===== src/rtl/eq_spi_bank.sv =====
// SPI mode-0 slave that loads NUM_BANDS equalizer coefficients and commits them atomically.
// SPI pins are oversampled in the clk domain; the old coefficient set is shifted out on sdo during each frame.
module eq_spi_bank #(
    parameter int NUM_BANDS   = 4,
    parameter int COEF_W      = 8,
    parameter int SYNC_STAGES = 2,
    parameter logic [NUM_BANDS*COEF_W-1:0] COEF_RESET = '0
) (
    input  logic                        clk,
    input  logic                        reset_n,
    input  logic                        sck,
    input  logic                        sdi,
    input  logic                        load,
    output logic                        sdo,
    output logic [NUM_BANDS*COEF_W-1:0] coeffs,
    output logic                        done,
    output logic                        frame_err,
    output logic                        busy
);

    localparam int FRAME_W = NUM_BANDS * COEF_W;
    localparam int CNT_W   = $clog2(FRAME_W + 1) + 1;
    localparam int NSIG    = 3;
    localparam logic [CNT_W-1:0] CNT_FULL = CNT_W'(FRAME_W);
    localparam logic [CNT_W-1:0] CNT_SAT  = CNT_W'(FRAME_W + 1);

    typedef enum logic [1:0] {
        IDLE   = 2'd0,
        SHIFT  = 2'd1,
        COMMIT = 2'd2
    } state_t;

    state_t state_reg, state_next;

    logic [NSIG-1:0] raw_in;
    logic [NSIG-1:0] synced;
    logic            sck_s, sdi_s, load_s;
    logic            sck_d_reg, load_d_reg;
    logic            sck_rise, sck_fall, load_rise, load_fall;

    logic [FRAME_W-1:0] shreg_reg,  shreg_next;
    logic [CNT_W-1:0]   cnt_reg,    cnt_next;
    logic               sdo_reg,    sdo_next;
    logic [FRAME_W-1:0] coeffs_reg, coeffs_next;
    logic               done_reg,   done_next;
    logic               ferr_reg,   ferr_next;

    assign raw_in = {load, sdi, sck};

    // One independent synchronizer chain per asynchronous SPI pin.
    generate
        for (genvar gi = 0; gi < NSIG; gi++) begin : g_sync
            logic [SYNC_STAGES-1:0] chain_reg;

            always_ff @(posedge clk or negedge reset_n) begin
                if (!reset_n) begin
                    chain_reg <= '0;
                end else begin
                    chain_reg <= {chain_reg[SYNC_STAGES-2:0], raw_in[gi]};
                end
            end

            assign synced[gi] = chain_reg[SYNC_STAGES-1];
        end
    endgenerate

    assign sck_s  = synced[0];
    assign sdi_s  = synced[1];
    assign load_s = synced[2];

    always_ff @(posedge clk or negedge reset_n) begin
        if (!reset_n) begin
            sck_d_reg  <= 1'b0;
            load_d_reg <= 1'b0;
        end else begin
            sck_d_reg  <= sck_s;
            load_d_reg <= load_s;
        end
    end

    assign sck_rise  = sck_s & ~sck_d_reg;
    assign sck_fall  = ~sck_s & sck_d_reg;
    assign load_rise = load_s & ~load_d_reg;
    assign load_fall = ~load_s & load_d_reg;

    always_ff @(posedge clk or negedge reset_n) begin
        if (!reset_n) begin
            state_reg  <= IDLE;
            shreg_reg  <= '0;
            cnt_reg    <= '0;
            sdo_reg    <= 1'b0;
            coeffs_reg <= COEF_RESET;
            done_reg   <= 1'b0;
            ferr_reg   <= 1'b0;
        end else begin
            state_reg  <= state_next;
            shreg_reg  <= shreg_next;
            cnt_reg    <= cnt_next;
            sdo_reg    <= sdo_next;
            coeffs_reg <= coeffs_next;
            done_reg   <= done_next;
            ferr_reg   <= ferr_next;
        end
    end

    always_comb begin
        state_next  = state_reg;
        shreg_next  = shreg_reg;
        cnt_next    = cnt_reg;
        sdo_next    = sdo_reg;
        coeffs_next = coeffs_reg;
        done_next   = 1'b0;
        ferr_next   = ferr_reg;

        case (state_reg)
            IDLE: begin
                if (load_rise) begin
                    state_next = SHIFT;
                    shreg_next = coeffs_reg;
                    cnt_next   = '0;
                    sdo_next   = coeffs_reg[FRAME_W-1];
                end
            end
            SHIFT: begin
                // load fall wins over a coincident sck edge so the bit count is final.
                if (load_fall) begin
                    state_next = COMMIT;
                end else if (sck_rise) begin
                    shreg_next = {shreg_reg[FRAME_W-2:0], sdi_s};
                    if (cnt_reg != CNT_SAT) begin
                        cnt_next = cnt_reg + 1'b1;
                    end
                end else if (sck_fall) begin
                    sdo_next = shreg_reg[FRAME_W-1];
                end
            end
            COMMIT: begin
                state_next = IDLE;
                if (cnt_reg == CNT_FULL) begin
                    coeffs_next = shreg_reg;
                    done_next   = 1'b1;
                    ferr_next   = 1'b0;
                end else begin
                    ferr_next   = 1'b1;
                end
            end
            default: begin
                state_next = IDLE;
            end
        endcase
    end

    assign sdo       = sdo_reg;
    assign coeffs    = coeffs_reg;
    assign done      = done_reg;
    assign frame_err = ferr_reg;
    assign busy      = (state_reg == SHIFT);

endmodule


===== config.mk =====
export PLATFORM = sky130hd
export DESIGN_NAME = eq_spi_bank
export DESIGN_NICKNAME = d
export VERILOG_FILES = /design/src/rtl/eq_spi_bank.sv
export SDC_FILE = /design/constraint.sdc
export NUM_CORES = 1
export LEC_CHECK = 0
export ABC_CLOCK_PERIOD_IN_PS = 1500
export BUFFER_PORTS_ARGS = -buffer_cell sky130_fd_sc_hd__clkbuf_2
export CORE_UTILIZATION = 47
export CTS_CLUSTER_SIZE = 8
export DETAILED_ROUTE_END_ITERATION = 10
export GPL_TIMING_DRIVEN = 1
export PLACE_DENSITY = 0.76
export SETUP_SLACK_MARGIN = 0.02
export SLEW_MARGIN = 20
export SYNTH_ARGS = -nofsm -noshare
export SYNTH_HDL_FRONTEND = slang
export SYNTH_SLANG_ARGS = --single-unit

===== constraint.sdc =====
create_clock -name clk -period 1.5 [get_ports clk]
set_input_delay 0.075 -clock clk [delete_from_list [all_inputs] [get_ports clk]]
set_output_delay 0.075 -clock clk [all_outputs]
set_load 0.01 [all_outputs]

==> flow_metrics.py <==
metrics = {
    "status": {
        "status": "finished, violations left",
        "violations": "negative setup slack",
    },
    "placed_design": {
        "dp_hpwl_mm": 4.75,
        "io_buffers": 40,
        "gp_congestion": 0.830,
        "numPlacedInstances": 492,
        "pre_cts_slack_ns": -0.0242,
    },
    "global_route": {
        "grt_pass1_vias": 2568,
        "grt.total_usage_pct": 21.3,
        "antenna_found_initial": 0,
        "grt_pass1_wl_mm": 12.4,
        "grt_max_degree": 42,
        "overflow": 0,
    },
    "yosys": {
        "synth_area_um2": 3530,
        "synth_cells": 350,
        "syn_avg_cell_area_um2": 10.1,
        "yosysUniqueCellTypes": 29,
        "seq_area_frac_synth_pct": 59.5,
        "yosysWarningCount": 0,
        "synth-seq-cells": 84,
        "synthesis.nets": 358,
    },
    "worst_setup_path": {
        "critPathKind": "flop to flop",
        "worstSetupStartpoint": "cnt_reg[0]",
        "r2r_end": "coeffs[1]",
        "reg2reg_depth": 8,
        "r2r_slack_ns": -0.005,
        "crit_fanout": 8,
        "cp_data_required_time_ns": 1.74,
        "rr_startpoint": "cnt_reg[0]",
        "cp.arrival_ns": 1.75,
        "cpMostUsedCell": "nand2_2",
        "max_stage_delay_ns": 0.39,
        "critPathCaptureType": "flop",
        "crit_slowest_cell": "dfrtp_1",
        "worst_setup_path_start_kind": "flop",
        "worstPathCellList": "inv_2, ha_4, nor4b_4, nand4b_1, buf_6, buf_12, nand2_2, nand2_2",
    },
    "power_and_ir_drop": {
        "cellPowerDensity_nw_per_um2": 1020,
        "leakagePower_nw": 2.37,
        "vdd_drop_max_uv": 424,
    },
    "sta": {
        "post-route-period-util_pct": 100,
        "fin_worst_skew_ns": 0.00853,
        "grt_setup_unrepaired": "yes",
        "hold_viol_final": 0,
        "finalMaxSlewViolations": 0,
        "final.min_clock_period_ns": 1.50,
        "fin_tns_setup_ns": -0.00518,
        "setup_viol": 2,
        "finalWorstSetupSlack_ns": -0.00473,
        "relSlewSlack_pct": 64.4,
        "max_freq_mhz": 665,
        "worst_pin_slew_ns": 0.534,
    },
    "clocking": {
        "cts_buffer_depth": 2,
        "htree_levels": 3,
        "clkSlewWorstSetupHoldPaths_ns": 0.08,
        "cts_sinks": 84,
        "cts_made_buffers": 9,
        "root_buffer": "clkbuf_8",
        "cts_tree": "yes",
        "worstSkewPairLatency_ns": 0.35,
    },
    "routing": {
        "vias_per_cell": 5.26,
        "drtIter0Drc": 146,
        "avgRoutedWirePerCell_um": 16.6,
        "drc": 0,
        "drt-total-wl_mm": 8.83,
        "ant_nets": 0,
        "vias": 2806,
        "first_pass_iters": 4,
    },
    "die": {
        "die_w_um": 88.7,
        "ioPinCount": 41,
        "initial_core_util_pct": 48.7,
        "rows": 31,
        "die_h_um": 88.7,
        "die_area_um2": 7870,
        "core_area_um2": 7250,
    },
    "cells_and_area": {
        "fin_nets": 438,
        "num_antenna_cells": 0,
        "final_core_util_pct": 65.1,
        "stdcell_count": 533,
        "mostFrequentLayoutCells": "100 x nand2_1, 81 x dfrtp_1, 39 x clkbuf_2, 33 x mux2i_1, 29 x o21ai_1",
        "area_growth_syn_to_layout_pct": 33.6,
        "final_common_cell": "nand2_1",
        "drive_above_1_share_pct": 35.5,
        "fillers": 555,
    },
    "job": {
        "cap_viol_max_count": 0,
    },
    "min_path": {
        "min_path_type": "input port to asynchronous set/reset pin",
    },
}
## worst max path at each step
stage               cells after the start  slack (ns)    endpoint
floorplan                               7        0.02  coeffs[10]
global route                            5       -0.06  cnt_reg[5]
finish                                  8      -0.005   coeffs[1]
global placement                        7        0.03  coeffs[12]
CTS                                     5        0.03  cnt_reg[1]
detailed placement                      7       -0.02   coeffs[1]
## layer usage
| metal | GRT usage [%] | vias up | part of all wire [%] |
|---|---|---|---|
| met3 | 3.45 | 15 | 3.9 |
| met1 | 28.0 | 1386 | 41 |
| met4 | 9.24 | 0 | 2.0 |
| met2 | 34.9 | 84 | 53 |
| met5 | 0 | - | 0 |
| li1 | - | 1321 | - |
## cells by family (layout without fill, tap and decap cells)
| group | after synthesis | after routing | share of synthesized area, % |
|---|---|---|---|
| buffers and inverters | 22 | 105 | 3.61 |
| DFF | 84 | 84 | 59.5 |
| muxes | 33 | 33 | 9.35 |
| AOI/OAI and AO/OA | 52 | 53 | 8.25 |
| and+or+nand+nor | 156 | 156 | 18.3 |
| adders and majority gates | 3 | 3 | 1.06 |
## layout make-up
class | instances | area [um^2] | share of cell area (%)
multi-input combinational | 245 | 1530 | 32.4
inverter | 3 | 16.3 | 0.345
clock inverter | 1 | 7.51 | 0.159
clock buffer | 14 | 163 | 3.45
tap | 99 | 124 | 2.62
timing repair buffer | 87 | 773 | 16.4
sequential | 84 | 2110 | 44.6
## power by group
group | internal (mW) | leakage [nW] | switching (mW)
Clock | 0.687 | 0.0828 | 0.766
Combinational | 0.498 | 1.15 | 0.450
Sequential | 2.33 | 1.14 | 0.0632
Total | 3.52 | 2.37 | 1.28
## critical path: cells and delay by family, from the launching register on
kind | cells | cell delay (ns)
and+or+nand+nor | 4 | 0.45
DFF | 1 | 0.39
buffers and inverters | 3 | 0.40
adders and majority gates | 1 | 0.15
## metrics by stage
stage	total power, mW	hold slack [ns]	area, um^2
3_5_place_dp	3.06	0.0919	3970
4_1_cts	4.59	0.261	4290
3_3_place_gp	3.03	0.0904	3970
2_1_floorplan	2.80	-0.221	3540
5_1_grt	4.98	0.293	4720
6_report	4.80	0.245	4720
## what timing repair did
action / CTS / global route
hold buffers: 4 / 0
gates resized for setup: 13 / 96
pin swaps: 3 / 14
cloned: 3 / 8
buffers inserted: 2 / 9
endpoints found under the hold margin: 41 / 0
setup endpoints to repair: 50 / 67
## synth_stat cells
| cell | number | area [um^2] |
|---|---|---|
| o21ai_1 | 10 | 50.1 |
| nand4_1 | 2 | 12.5 |
| a31oi_1 | 3 | 18.8 |
| nand2b_1 | 2 | 12.5 |
| and3_1 | 3 | 18.8 |
| buf_2 | 5 | 25.0 |
| buf_4 | 9 | 67.6 |
| nor2_1 | 7 | 26.3 |
| o22ai_1 | 1 | 6.26 |
| nor3b_1 | 1 | 7.51 |
| nor4b_2 | 1 | 15.0 |
| dfrtp_1 | 84 | 2100 |
| inv_6 | 1 | 8.76 |
| nor4_1 | 1 | 6.26 |
| nand2_1 | 131 | 492 |
| nand3_1 | 2 | 10.0 |
| o21ba_1 | 1 | 10.0 |
| mux2i_1 | 33 | 330 |
| inv_1 | 2 | 7.51 |
| clkbuf_1 | 5 | 18.8 |
| a31oi_4 | 1 | 21.3 |
| nor4b_1 | 1 | 8.76 |
| ha_1 | 3 | 37.5 |
| nand4b_1 | 1 | 8.76 |
| nor2b_1 | 3 | 18.8 |
| and4_1 | 1 | 8.76 |
| a32o_1 | 1 | 10.0 |
| a21oi_1 | 2 | 10.0 |
| o21ai_0 | 33 | 165 |
Power figures use the tool's default switching activity.
